### src/rtl/sum_display_pkg.sv
// rtl/sum_display_pkg.sv - shared state encoding, anode codes and segment constants
package sum_display_pkg;

   // Conversion FSM states
   typedef enum logic {
      ST_IDLE = 1'b0,
      ST_CONV = 1'b1
   } state_t;

   // Active-low anode codes; an[3:2] are never driven low
   localparam logic [3:0] AN_ONES = 4'b1110;
   localparam logic [3:0] AN_TENS = 4'b1101;
   localparam logic [3:0] AN_OFF  = 4'b1111;

   // Active-low segment codes, bit order {g,f,e,d,c,b,a}
   localparam logic [6:0] SEG_0     = 7'b1000000;
   localparam logic [6:0] SEG_1     = 7'b1111001;
   localparam logic [6:0] SEG_2     = 7'b0100100;
   localparam logic [6:0] SEG_3     = 7'b0110000;
   localparam logic [6:0] SEG_4     = 7'b0011001;
   localparam logic [6:0] SEG_5     = 7'b0010010;
   localparam logic [6:0] SEG_6     = 7'b0000010;
   localparam logic [6:0] SEG_7     = 7'b1111000;
   localparam logic [6:0] SEG_8     = 7'b0000000;
   localparam logic [6:0] SEG_9     = 7'b0010000;
   localparam logic [6:0] SEG_BLANK = 7'b1111111;

   // Decimal base used by the repeated-subtraction converter
   localparam logic [4:0] DEC_BASE = 5'd10;

endpackage

### src/rtl/sum_display_seg7_decoder.sv
// rtl/sum_display_seg7_decoder.sv - combinational 4-bit to active-low 7-segment decoder
module seg7_decoder
   import sum_display_pkg::*;
(
   input  logic [3:0] i_digit,
   output logic [6:0] o_seg
);

   // Map a BCD digit to its segment pattern; non-decimal codes go dark
   always_comb begin
      o_seg = SEG_BLANK;
      case (i_digit)
         4'd0:    o_seg = SEG_0;
         4'd1:    o_seg = SEG_1;
         4'd2:    o_seg = SEG_2;
         4'd3:    o_seg = SEG_3;
         4'd4:    o_seg = SEG_4;
         4'd5:    o_seg = SEG_5;
         4'd6:    o_seg = SEG_6;
         4'd7:    o_seg = SEG_7;
         4'd8:    o_seg = SEG_8;
         4'd9:    o_seg = SEG_9;
         default: o_seg = SEG_BLANK;
      endcase
   end

endmodule

### src/rtl/sum_display.sv
// rtl/sum_display.sv - captures a 5-bit adder result, converts to decimal, multiplexes two 7-segment digits
module sum_display
   import sum_display_pkg::*;
#(
   parameter int REFRESH_BITS = 16
) (
   input  logic       clk,
   input  logic       rst_n,
   input  logic       sum_valid,
   input  logic [3:0] sum,
   input  logic       carry,
   output logic       ready,
   output logic [6:0] seg,
   output logic [3:0] an,
   output logic       overflow_led
);

   state_t                  r_state;
   logic                    r_ready;
   logic [4:0]              r_rem;
   logic [1:0]              r_tens;
   logic                    r_carry;
   logic [3:0]              r_ones;
   logic [1:0]              r_disp_tens;
   logic                    r_ovf;
   logic [REFRESH_BITS-1:0] r_refresh;
   logic [6:0]              r_seg;
   logic [3:0]              r_an;

   logic                    w_msb;
   logic [3:0]              w_digit;
   logic [6:0]              w_seg;

   assign ready        = r_ready;
   assign seg          = r_seg;
   assign an           = r_an;
   assign overflow_led = r_ovf;

   // Capture, convert by repeated subtraction of ten, then commit both digits at once
   always_ff @(posedge clk or negedge rst_n) begin
      if (!rst_n) begin
         r_state     <= ST_IDLE;
         r_ready     <= 1'b0;
         r_rem       <= '0;
         r_tens      <= '0;
         r_carry     <= 1'b0;
         r_ones      <= '0;
         r_disp_tens <= '0;
         r_ovf       <= 1'b0;
      end else begin
         case (r_state)
            ST_IDLE: begin
               if (sum_valid && r_ready) begin
                  r_rem   <= {carry, sum};
                  r_tens  <= '0;
                  r_carry <= carry;
                  r_state <= ST_CONV;
                  r_ready <= 1'b0;
               end else begin
                  r_ready <= 1'b1;
               end
            end
            ST_CONV: begin
               if (r_rem >= DEC_BASE) begin
                  r_rem   <= r_rem - DEC_BASE;
                  r_tens  <= r_tens + 2'd1;
                  r_ready <= 1'b0;
               end else begin
                  r_ones      <= r_rem[3:0];
                  r_disp_tens <= r_tens;
                  r_ovf       <= r_carry;
                  r_state     <= ST_IDLE;
                  r_ready     <= 1'b1;
               end
            end
            default: begin
               r_state <= ST_IDLE;
               r_ready <= 1'b1;
            end
         endcase
      end
   end

   // Free-running refresh counter; its MSB picks which digit is lit
   always_ff @(posedge clk or negedge rst_n) begin
      if (!rst_n) begin
         r_refresh <= '0;
      end else begin
         r_refresh <= r_refresh + REFRESH_BITS'(1);
      end
   end

   assign w_msb   = r_refresh[REFRESH_BITS-1];
   assign w_digit = w_msb ? {2'b00, r_disp_tens} : r_ones;

   seg7_decoder u_decoder (
      .i_digit (w_digit),
      .o_seg   (w_seg)
   );

   // Register the muxed digit drive; a zero tens digit keeps its anode dark
   always_ff @(posedge clk or negedge rst_n) begin
      if (!rst_n) begin
         r_an  <= AN_ONES;
         r_seg <= SEG_0;
      end else begin
         r_seg <= w_seg;
         if (!w_msb) begin
            r_an <= AN_ONES;
         end else if (r_disp_tens == 2'd0) begin
            r_an <= AN_OFF;
         end else begin
            r_an <= AN_TENS;
         end
      end
   end

endmodule

### config.mk
export PLATFORM = sky130hd
export DESIGN_NAME = sum_display
export DESIGN_NICKNAME = d
export VERILOG_FILES = /design/src/rtl/sum_display_pkg.sv /design/src/rtl/sum_display_seg7_decoder.sv /design/src/rtl/sum_display.sv
export SDC_FILE = /design/constraint.sdc
export NUM_CORES = 1
export LEC_CHECK = 0
export CAP_MARGIN = 40
export CORE_MARGIN = 5
export CORE_UTILIZATION = 55
export DETAILED_ROUTE_END_ITERATION = 12
export PLACE_DENSITY = 0.78
export SLEW_MARGIN = 20
export SYNTH_ARGS = -nofsm -noshare
export SYNTH_HDL_FRONTEND = slang
export SYNTH_SLANG_ARGS = --single-unit
### constraint.sdc
create_clock -name clk -period 2.6 [get_ports clk]
set_input_delay 0.52 -clock clk [delete_from_list [all_inputs] [get_ports clk]]
set_output_delay 0.52 -clock clk [all_outputs]
set_load 0.1 [all_outputs]
* Word level (Yosys, flattened, before mapping)
Memory sizes are Yosys's and may differ from the RTL's. A register that Yosys moved wholly into a read port is not among the register bits. Cells that the tools add are included.
Storage, ports and cells: logic and storage cells 40, memories kept 1, output and inout bits 13, bits in registers 37, input bits 8, ROM bits 112
Memories:
- (no name shown) | depth 16, width 7, read ports 1, clocked after memory_dff 1, wr ports 0, RTL line sum_display_seg7_decoder.sv:12 | case (i_digit)
Cells by class: muxes and demuxes 15, equality and inequality tests 2, reductions and logical operators 6, magnitude comparators 1, add/subtract/negate cells 3, bitwise logic cells 2
Operator list (count):
- $add 16x1->16 const B | 1
- $mux 5 | 2
- $pmux 5 s2 | 1
- $mux 2 | 4
- $reduce_and 2->1 | 3
- $ge 5x4->1 const B | 1
- $sub 5x4->5 const B | 1
- $mux 1 | 4
- $mux 4 | 1
- $pmux 1 s2 | 2
- $pmux 2 s2 | 1
- $add 2x1->2 const B | 1
- $logic_not 2->1 | 1
- $ne 2x1->1 const B | 1
- $ne 2x2->1 const B | 1
- $not 1->1 | 2
- $logic_and 1x1->1 | 1
- $logic_not 1->1 | 1

* Longest topological paths before layout
word-level depth 3, depth in mapped cells 7, mapped depth without buffers 6

* Cells and area by module
Synthesis repeated with hierarchy kept, for this count alone.
Second synthesis, totals: cell total of the unflattened synthesis 169, area, all modules 1969.4 um^2
By module, submodules not included:
- sum_display | sequential area each 1053.5 um^2, area each 1769.2 um^2, cells an instance 138, instances 1
- seg7_decoder | sequential area each 0.0 um^2, area each 200.2 um^2, cells an instance 31, instances 1

* Worst setup path after synthesis
Ideal clock, no wire load.
path type register to register, start point register r_ready, in the netlist ready, end point register r_carry, slack 740 ps, cell stages (with the launch flop) 4, buffers on the path 0, required time 2475 ps, library setup time 125 ps, arrival 1735 ps, period minus slack after synthesis 1860 ps, path through dfrtp_1 nand2_1 nor2_1 mux2_2
Between the ends: longest elaborated chain between the ends 2
RTL lines:
- start: declaration | RTL line sum_display.sv:19 | logic r_ready;
- start signal: assignment | RTL line sum_display.sv:43 | r_ready <= 1'b0;
- start signal: assignment | RTL line sum_display.sv:58 | r_ready <= 1'b0;
- start signal: assignment | RTL line sum_display.sv:60 | r_ready <= 1'b1;
- $logic_and 1x1->1 | RTL line sum_display.sv:53 | if (sum_valid && r_ready) begin
- $reduce_and 2->1 (no line)
- end signal: assignment | RTL line sum_display.sv:56 | r_carry <= carry;
- end: declaration | RTL line sum_display.sv:22 | logic r_carry;
No other way between the ends. A chain may end at the register's enable or synchronous reset.

* Final worst setup path
start point register r_refresh[15], end point register r_seg[6], in the netlist seg[6]
Between the ends: longest elaborated chain between the ends 1
RTL lines:
- start: declaration | RTL line sum_display.sv:26 | logic [REFRESH_BITS-1:0] r_refresh;
- start signal: assignment | RTL line sum_display.sv:89 | r_refresh <= r_refresh + REFRESH_BITS'(1);
- $mux 4 | RTL line sum_display.sv:94 | assign w_digit = w_msb ? {2'b00, r_disp_tens} : r_ones;
- end: declaration | RTL line sum_display.sv:27 | logic [6:0] r_seg;
No other way between the ends.

==> results.tsv <==
metric	value	unit
max_freq	508.8	MHz
period_minus_slack	1.965	ns
ioPinCount	21	
diodes	0	
vias	1374	
irDropWorstVdd	0.9097	mV
cts_tree	built	
grt.total_usage	15.59	%
start_kind	flip-flop	
p_leak	1.063	nW
grt_pass1_vias	1333	
rsz0062_at_grt	false	
drt-total-wl	3502	um
dieArea	4906	um2
reg2reg_to	seg[6]	
dp_slack	0.6772	ns
grt_pass1_wl	6168	um
cp.required	2.89	ns
synth_edf_count	0	
cts.sinks	42	
worst_slew_pin_slew	0.5046	ns
antenna_found_initial	0	
setup_viol	0	
die_w	70.05	um
synthMostInstantiatedCell	dfrtp_1	
h-tree-depth	2	
slowest_delay	0.56	ns
post-dp-hpwl	2529	um
timing.hold.ws	0.1226	ns
post_cts_buffers	0	
powerDensity	1241	nW/um2
status	completed	
placed_cell_area	2191	um2
drt_first_pass_iters	4	
hold_viol	0	
fin_worst_skew	0.01078	ns
drc_errors	0	
coreArea	3416	um2
maxCapViolations	0	
worst-path-buf-inv	1	
cpMaxStageDelayCell	dfrtp_1	
synth.distinct_cells	48	
synthArstFlopShare	100.0	%
synth_common_cells	dfrtp_1 (40), inv_1 (12), xor2_1 (9)	
synth_area_leader_cell	dfrtp_1	
synth_top_flop_cell	dfrtp_1	
clkLatencyLatePin	0.35	ns
antenna_left	0	
gr-total-overflow	0	
syn_avg_cell_area	11.60	um2
syn_inst	171	
cp.arrival	2.26	ns
synthTopCellsByArea	dfrtp_1 (50%), ha_1 (4.4%), mux2_2 (4.0%)	
drtIter0Drc	64	
cts-buffers-inserted	5	
setup_slack	0.6346	ns
crit_chain	mux2i_1 -> inv_1 -> ha_1 -> a211o_1 -> a31o_2	
r2r_cells	5	
crit_start	r_refresh[15]	
fin_tns_setup	0	ns
routabilityCongestion	0.9030	
die_h	70.05	um
synth_top_area_share	50.47	%
ys_seq_area_share	53.12	%
grt_start_max_net_pins	23	
ys_ff_latch	42	
area_growth	14.45	%
wl_per_cell	14.59	um
nets	208	
io_buffers	18	
fin_area	2270	um2
clkTransAtPathRegs	0.12	ns
reg2reg_setup_slack	0.63	ns
std_cell_rows	21	
slew_headroom	66.36	%
hp-class	in -> async	
cts-root-buf	clkbuf_4	
rr_startpoint	r_refresh[15]	
synth.yosys.warnings	0	
drv_slew	0	
crit_fanout	10	
start_util	58.06	%
syn-cell-area	1983	um2
clockBufferDepth	2	
cp-end-kind	flip-flop	
cpLargestDelayFamily	flip-flops	
hold_buffers	0	
post_cts_resize_count	0	
avgViaCountPerCell	5.725	
layout-drive-gt1-share	19.07	%
period_share	75.59	%
critPathKind	reg -> reg	
cell families after synthesis:
| family | count (synthesis) | share of synthesized area, % |
|---|---|---|
| XOR/XNOR | 14 | 6.183 |
| adder cells (fa/ha/maj) | 7 | 4.416 |
| AND/OR/NAND/NOR | 48 | 15.58 |
| other | 1 | 0.1891 |
| buffers and inverters | 17 | 3.722 |
| multiplexers | 11 | 5.994 |
| flip-flops | 42 | 53.12 |
| AO/OA/AOI/OAI | 31 | 10.79 |
state kept, by name (all words and copies together), names as in the netlist:
name and flops:
an 2, overflow_led 1, r_carry 1, r_disp_tens 2, r_ones 4, r_refresh 16
r_rem 5, r_state 1, r_tens 2, ready 1, seg 7
worst register-to-register path, cell delays in order, from the launching register on:
cell and delay (ns):
dfrtp_1 0.56, mux2i_1 0.45, inv_1 0.13, ha_1 0.22
a211o_1 0.30, a31o_2 0.25
through the flow:
step	power (mW)	util, %	cells
CTS	2.837	66.45	240
global placement	2.376	63.33	231
finish	2.816	66.45	240
detailed placement	2.425	64.14	232
floorplan	2.125	-	172
global route	2.980	66.45	240
cell usage in the layout, fill, tap and decap left out, types with 3 or more instances in the layout:
| cell | instances |
|---|---|
| buf_4 | 11 |
| xor2_1 | 9 |
| clkbuf_4 | 5 |
| nor3_1 | 4 |
| mux2i_1 | 4 |
| xnor2_1 | 5 |
| mux2_2 | 7 |
| o21ai_0 | 7 |
| clkdlybuf4s50_1 | 6 |
| nand4_1 | 3 |
| inv_1 | 12 |
| nor2_1 | 7 |
| nor4_1 | 5 |
| nand3_1 | 6 |
| a21oi_1 | 5 |
| dfrtp_1 | 40 |
| ha_1 | 7 |
| a31oi_1 | 3 |
| nand2_1 | 6 |
cell type report:
class,instances,area [um2]
fillers,273,1146
flip-flops and latches,42,1054
multi-input cells,113,859.6
repair buffers,19,175.2
well taps,46,57.56
inverters,12,45.04
clock buffers,6,41.29
clock inverters,2,37.54
metal layers:
layer	vias to the layer above	track usage [%]	wire, um
li1	656	-	-
met1	676	19.72	1606
met2	34	24.97	1656
met3	8	4.017	175
met4	0	7.234	63
met5	-	0	0
worst max path at each step:
| stage | endpoint | slack (ns) | depth (start not counted) |
|---|---|---|---|
| final | seg[6] | 0.63 | 5 |
| after global routing | seg[4] | 0.55 | 6 |
| after CTS | seg[6] | 0.66 | 5 |
| after detailed placement | r_rem[0] | 0.68 | 4 |
| after global placement | seg[6] | 0.72 | 5 |
| after floorplan | r_carry | 0.74 | 3 |
report_power, final:
| part | internal, mW | leakage [nW] | switching (mW) |
|---|---|---|---|
| logic | 0.470 | 0.502 | 0.888 |
| clock network | 0.203 | 0.0385 | 0.202 |
| registers | 0.846 | 0.522 | 0.207 |
| total | 1.52 | 1.06 | 1.30 |
No activity file was read; power rests on OpenSTA's default activity.
